**config.mk**
```make
export PLATFORM = sky130hd
export DESIGN_NAME = pipe_ctrl
export DESIGN_NICKNAME = d
export VERILOG_FILES = /design/src/rtl/pipe_ctrl.sv
export SDC_FILE = /design/constraint.sdc
export NUM_CORES = 1
export LEC_CHECK = 0
export CORE_MARGIN = 5
export CORE_UTILIZATION = 37
export DETAILED_ROUTE_END_ITERATION = 12
export PLACE_DENSITY = 0.77
export REMOVE_ABC_BUFFERS = 1
export SYNTH_ARGS = -nofsm -noshare
export SYNTH_HDL_FRONTEND = slang
export SYNTH_SLANG_ARGS = --single-unit
```
**constraint.sdc**
```tcl
create_clock -name clk -period 1.8 [get_ports clk]
set_clock_uncertainty 0.1 [all_clocks]
set_input_delay 0.27 -clock clk [delete_from_list [all_inputs] [get_ports clk]]
set_output_delay 0.27 -clock clk [all_outputs]
set_load 0.01 [all_outputs]
```
**src/rtl/pipe_ctrl.sv**
```systemverilog
// Pipeline hazard controller: per-stage stall/flush generation and tracking of
// in-flight instruction fetches so that responses to squashed fetches are dropped.
module pipe_ctrl #(
    parameter int NSTAGE = 6,
    parameter int MSTAGE = 3,
    parameter int MAXOUT = 2
) (
    input  logic              clk,
    input  logic              reset,
    input  logic [NSTAGE-1:0] stall_req,
    input  logic              i_req,
    input  logic              i_data_ok,
    input  logic              d_req,
    input  logic              d_data_ok,
    input  logic              excep,
    input  logic              redirect,
    output logic [NSTAGE-1:0] stall,
    output logic [NSTAGE-1:0] flush,
    output logic              i_drop,
    output logic              i_busy
);

    localparam int CW = $clog2(MAXOUT + 1);
    localparam logic [CW-1:0] MAX_C  = CW'(MAXOUT);
    localparam logic [CW-1:0] ZERO_C = {CW{1'b0}};
    localparam logic [CW-1:0] ONE_C  = CW'(1);
    // Stages at or below the memory stage are squashed by an exception.
    localparam logic [NSTAGE-1:0] LOW_MASK = NSTAGE'((64'd1 << (MSTAGE + 1)) - 64'd1);

    typedef enum logic [0:0] {RUN = 1'b0, DRAIN = 1'b1} state_e;

    logic [CW-1:0]     out_cnt_q, out_cnt_d;
    logic [CW-1:0]     drop_cnt_q, drop_cnt_d;
    state_e            state_q, state_d;

    logic              fetch_wait_s;
    logic              d_wait_s;
    logic              redir_ok_s;
    logic              flush_ev_s;
    logic              dec_s;
    logic [NSTAGE-1:0] req_s;
    logic [NSTAGE-1:0] stall_base_s;
    logic [NSTAGE-1:0] flush_base_s;
    logic [NSTAGE-1:0] stall_s;
    logic [NSTAGE-1:0] flush_s;

    // Hold requests, cascaded stalls and bubbles, then exception/redirect overrides.
    always_comb begin
        fetch_wait_s = (state_q == DRAIN) | ((out_cnt_q != ZERO_C) & ~i_data_ok);
        d_wait_s     = d_req & ~d_data_ok;
        req_s        = stall_req;
        req_s[0]     = req_s[0] | fetch_wait_s;
        req_s[MSTAGE] = req_s[MSTAGE] | d_wait_s;
        flush_base_s = {NSTAGE{1'b0}};
        for (int k = 0; k < NSTAGE; k++) begin
            stall_base_s[k] = |(req_s >> k);
        end
        for (int k = 1; k < NSTAGE; k++) begin
            flush_base_s[k] = stall_base_s[k-1] & ~stall_base_s[k];
        end
        redir_ok_s = redirect & ~stall_base_s[1];
        flush_ev_s = excep | redir_ok_s;
        if (excep) begin
            stall_s = stall_base_s & ~LOW_MASK;
            flush_s = flush_base_s | LOW_MASK;
        end else if (redir_ok_s) begin
            stall_s    = stall_base_s;
            flush_s    = flush_base_s;
            stall_s[0] = 1'b0;
            flush_s[0] = 1'b1;
        end else begin
            stall_s = stall_base_s;
            flush_s = flush_base_s;
        end
    end

    // Next-state for outstanding-fetch count, stale-response count and FSM.
    always_comb begin
        dec_s = i_data_ok & (out_cnt_q != ZERO_C);
        if (i_req && i_data_ok) begin
            out_cnt_d = out_cnt_q;
        end else if (i_req && (out_cnt_q != MAX_C)) begin
            out_cnt_d = out_cnt_q + ONE_C;
        end else if (dec_s) begin
            out_cnt_d = out_cnt_q - ONE_C;
        end else begin
            out_cnt_d = out_cnt_q;
        end
        // A response arriving with the flush is itself squashed, not counted as stale.
        if (flush_ev_s) begin
            drop_cnt_d = dec_s ? (out_cnt_q - ONE_C) : out_cnt_q;
        end else if (i_data_ok && (drop_cnt_q != ZERO_C)) begin
            drop_cnt_d = drop_cnt_q - ONE_C;
        end else begin
            drop_cnt_d = drop_cnt_q;
        end
        state_d = (drop_cnt_d != ZERO_C) ? DRAIN : RUN;
    end

    // State registers with asynchronous active-low reset.
    always_ff @(posedge clk or negedge reset) begin
        if (!reset) begin
            out_cnt_q  <= ZERO_C;
            drop_cnt_q <= ZERO_C;
            state_q    <= RUN;
        end else begin
            out_cnt_q  <= out_cnt_d;
            drop_cnt_q <= drop_cnt_d;
            state_q    <= state_d;
        end
    end

    assign stall  = stall_s;
    assign flush  = flush_s;
    assign i_drop = i_data_ok & (state_q == DRAIN);
    assign i_busy = (out_cnt_q == MAX_C);

endmodule

```
==> impl_metrics.ini <==
[status]
status = finished clean

[clock_tree]
cts_tree = built
cts_buffers = 3
clockBufferDepth = 2
worstSkewPairLatency_ps = 240
cts_max_level = 1
cts_root_buf = clkbuf_4
cts_num_sinks = 5
path_clk_slew_ps = 50

[critical_path]
worstSetupPathDepth = 7
crit_required_ps = 1430
critical-path-top-delay-family = buffers and inverters
crit_path_end_kind = primary output
reg2reg_depth = 6
crit_path_max_incr_delay_ps = 360
critPathKind = in -> out
critPathArrivalTime_ps = 1390
cp_max_fo = 4
worst_path_max_delay_cell = nor4b_4
start_kind = input port
crit_chain = dlygate4sd2_1 > nor2b_4 > nor4b_4 > buf_4 > a21oi_4 > inv_2 > buf_6
critPathBufInv = 4

[die]
die_w_um = 47.1
die_area_sq_um = 2220
start_util_pct = 39.2
core-area_sq_um = 1300
ioPinCount = 28
die_h_um = 47.1
rows = 13

[grt]
grt_pass1_wl_um = 2640
antenna_found_initial = 0
groute.usage.overall_pct = 17.1
grt_max_degree = 9
overflow = 0
grt_pass1_vias = 610

[synth]
synth-warning-count = 0
synth-seq-area-share_pct = 24.5
ys_ff_latch = 5
synth.distinct_cells = 28
synth_area_per_cell_sq_um = 8.37
postSynthCellCount = 61
syn_area_sq_um = 510

[place]
placed_cells = 111
post_dp_cell_area_sq_um = 863
gp_congestion = 0.819
post-dp-hpwl_um = 1230
io_buffers = 27

[power_and_ir_drop]
power_density_nw_per_um2 = 1040
vdd_ir_drop_max_mv = 0.827
power_mw = 1.00
leakagePower_nw = 0.484

[detailed_routing]
drt_wl_total_um = 1690
drc = 0
wire_per_inst_um = 13.8
drt_pass1_iterations = 4
antenna_left = 0
routed-via-count = 589
drt_iter0_markers = 5
vias_per_cell = 4.83

[sta]
finalSetupTns_ps = 0
setup_violations = 0
min_period_ps = 1760
relSlewSlack_pct = 76.7
final-hold-violation-count = 0
fmax_mhz = 568
fin_crit_sh_pct = 97.7
tightest_slew_ps = 348
drv_slew = 0

[cells_and_area]
final_cell_mix = buf_4 (19), dlygate4sd2_1 (11), nor2_1 (9), clkdlybuf4s50_1 (9), dfrtp_1 (5)
drive_above_1_share_pct = 37.4
stdcell_count = 122
ff_latch_area_sq_um = 125
diodes = 0
multiInputGateArea_sq_um = 400
fillers = 100
final_common_cell = buf_4
syn_to_final_growth_pct = 89.0
nets = 125
fin_area_sq_um = 965

[job]
maxCapViolations = 0

[worst_hold_path]
hp-class = in -> async
## sequential cells by signal, indices dropped and copies added (netlist names)
register / cells
state_q: 1
out_cnt_q: 2
drop_cnt_q: 2
## logic make-up (layout without fill, tap and decap cells)
| group | Yosys count | in the layout | share of synthesized area (%) |
|---|---|---|---|
| AO/OA/AOI/OAI | 11 | 11 | 15.4 |
| XOR/XNOR | 3 | 3 | 5.15 |
| adder cells (fa/ha/maj) | 3 | 3 | 7.35 |
| buffers and inverters | 9 | 55 | 8.82 |
| flip-flops | 5 | 5 | 24.5 |
| multiplexers | 5 | 5 | 10.0 |
| AND/OR/NAND/NOR | 25 | 25 | 28.7 |
## through the flow
step | worst slack, ps | hold slack, ps | utilization, %
after global routing | -18.9 | 156 | 74.1
final | 40.6 | 157 | 74.1
after CTS | 33.3 | 164 | 71.3
after detailed placement | -610 | 427 | 66.3
after global placement | -602 | 408 | 66.3
after floorplan | 217 | -126 | -
## metal layers
metal / GRT usage [%] / wire (um) / share of wire [%]
met1: 17.3 / 662 / 39
met5: 0 / 0 / 0
met3: 2.68 / 65 / 3.9
met4: 6.63 / 0 / 0
met2: 34.1 / 958 / 57
## synth_stat cells
master,n,area (sq um)
o31ai_1,1,7.51
buf_6,1,11.3
nand3_1,1,5.00
a21oi_1,2,10.0
nor4_1,1,6.26
clkbuf_1,1,3.75
buf_1,1,3.75
nor3_1,3,15.0
o21ai_0,1,5.00
mux2_2,1,11.3
nand2_1,1,3.75
inv_1,5,18.8
xnor2_1,3,26.3
mux2i_1,4,40.0
a22o_1,1,8.76
and2_1,1,6.26
nor4b_4,1,23.8
nor2_1,9,33.8
dfrtp_1,5,125
a21oi_2,1,8.76
nor2b_1,4,25.0
a21o_1,4,30.0
buf_4,1,7.51
ha_1,3,37.5
and3b_1,1,8.76
a221oi_1,1,8.76
or2_1,1,6.26
nand2b_1,2,12.5
## what timing repair did
item                                    in CTS  in global routing
pin swaps                                    5                  2
buffers inserted                             5                  2
resized for setup                           43                  9
hold buffers                                 0                  0
endpoints found under the setup margin      13                  5
## report_power, final
part	internal [mW]	switching [mW]
logic	0.366	0.302
clock network	0.0840	0.0493
registers	0.170	0.0296
## worst paths after layout
check                                         start                  endpoint  slack, ps
setup reg to reg           out_cnt_q[0]$_DFFE_PN0N_   drop_cnt_q[1]$_DFF_PN0_        280
min in group clk            drop_cnt_q[1]$_DFF_PN0_   drop_cnt_q[1]$_DFF_PN0_        510
hold reg to reg             drop_cnt_q[1]$_DFF_PN0_   drop_cnt_q[1]$_DFF_PN0_        510
setup / recovery                              d_req                  flush[0]         40
max in group asynchronous                     reset  out_cnt_q[0]$_DFFE_PN0N_       1240
hold / removal                                reset         state_q$_DFF_PN0_        160
## cell type report
type | instances | area share (%)
Tap cell | 15 | 1.95
Sequential cell | 5 | 13.0
Clock buffer | 4 | 2.72
Inverter | 5 | 1.95
Multi-Input combinational cell | 47 | 41.5
Timing Repair Buffer | 46 | 38.9
Note: power is estimated with default switching activity, not from simulation.
==> RTL edit (same flow settings) <==
Set the parameter `NSTAGE` to 7 (it was 6).
--- a/src/rtl/pipe_ctrl.sv
+++ b/src/rtl/pipe_ctrl.sv
@@ -1,7 +1,7 @@
 // Pipeline hazard controller: per-stage stall/flush generation and tracking of
 // in-flight instruction fetches so that responses to squashed fetches are dropped.
 module pipe_ctrl #(
-    parameter int NSTAGE = 6,
+    parameter int NSTAGE = 7,
     parameter int MSTAGE = 3,
     parameter int MAXOUT = 2
 ) (
Ports: changed (resized flush, stall and stall_req); port bits go from 28 to 31. The function was not compared with the original's and may differ.
==> RTL edit against the unedited design <==
Setup slack got worse by 0.075 ns. Final area grew 10%. Wire length is 2.4% lower. Die area is 11% higher. Global-route usage shrank 2.7 points. Sequential cell count did not move. Clock power decreased by 8%. Synthesized area increased by 14%. Count of clock-buffer cells in the layout did not move. Largest power group unchanged. Total power up 0.96%. Cell count increased by 7.4%. The flow now finishes with violations (negative setup slack). Sequential power rose by 5%. Largest cell class unchanged. Worst hold slack worse by 0.0071 ns.
==> RTL edit: results (changes against the unedited design) <==
Outcome
  – Status: finished, violations left
  – Failing checks: negative setup slack

Cells and area
  – Sequential cell area share: 11.8% (-1.2 points)
  – Signal buffers: 47 (+2.2%)
  – Total Nets Final: 134 (+7.2%)
  – Clk tree area frac: 2.48% (-0.25 points)
  – Area share of buffers outside the clock network: 38.1% (-0.82 points)
  – Non-clock inverter count in the final layout: 7 (+2)
  – Layout cell share with drive strength beyond 1: 39.1% (+1.7 points)
  – Fillcell total: 126 (+26%)
  – Fraction of area in multi-input gates: 43.3% (+1.8 points)

Worst setup path
  – Arr. time, crit path: 1.46 ns (+0.07 ns)
  – Crit path max fanout: 3 (-1)
  – Max incr delay on CP: 0.41 ns (+0.05 ns)
  – Family with the most delay on the worst path: simple AND/OR/NAND/NOR gates

Drt
  – Vias: 658 (+12%)
  – Final wirelength: 1650 microns (-2.4%)

Pwr
  – Max VDD drop: 0.745 mV (-9.9%)
  – Power per cell area: 953 nW/um^2 (-8.2%)
  – Power in sequential cells: 0.208 mW (+5%)
  – Switching share of power: 37.6% (-0.49 points)

Placed design
  – Final Wtd Congestion: 0.787 (-3.9%)
  – Post-DP Area: 978 sq um (+13%)
  – Port buffer count: 30 (+11%)
  – Post-placement cell count: 124 (+12%)
  – HPWL Detailed: 1360 microns (+9.9%)
  – Dpl ws: -0.712 ns (-0.102 ns)

Clock tree
  – PostCTS Resize Cnt: 58 (+35%)
  – Postcts setup bufs: 2 (-3)

Synthesis
  – Mapped Cells: 68 (+11%)
  – Adder-cell area share of the yosys netlist: 6.47% (-0.89 points)
  – Register area share after synthesis: 21.6% (-3.0 points)
  – Commonest cells post-synth: inv_1 (7), nor2_1 (7), a21o_1 (5), dfrtp_1 (5), nor2b_1 (5)
  – Mux cell area share after synthesis: 8.84% (-1.2 points)

Timing
  – Final setup fails: 2 (+2)
  – Worst Setup Slack, final: -0.0344 ns (-0.0750 ns)
  – Fin Setup TNS: -0.0562 ns (-0.0562 ns)
  – Max-slew headroom: 78.8% (+2.0 points)

Global routing
  – First-pass GRT wire length: 2820 microns (+7.1%)
==> RTL edit: final timing paths <==
check | from | to | slack [ns]
setup / recovery | stall_req[5] | flush[1] | -0.03
hold / removal | reset | drop_cnt_q[0]$_DFF_PN0_ | 0.15
setup reg to reg | out_cnt_q[1]$_DFFE_PN0N_ | drop_cnt_q[1]$_DFF_PN0_ | 0.23
hold reg to reg | out_cnt_q[0]$_DFFE_PN0N_ | out_cnt_q[0]$_DFFE_PN0N_ | 0.51
max in group asynchronous | reset | out_cnt_q[1]$_DFFE_PN0N_ | 1.27
min in group clk | out_cnt_q[0]$_DFFE_PN0N_ | out_cnt_q[0]$_DFFE_PN0N_ | 0.51
==> RTL edit: per-layer routing <==
layer / GRT usage [%] / vias up / routed length (microns)
met1: 15.6 / 295 / 700
met4: 5.24 / 0 / 0
met3: 3.61 / 0 / 153
met2: 26.5 / 27 / 791
li1: - / 336 / -
met5: 0 / - / 0
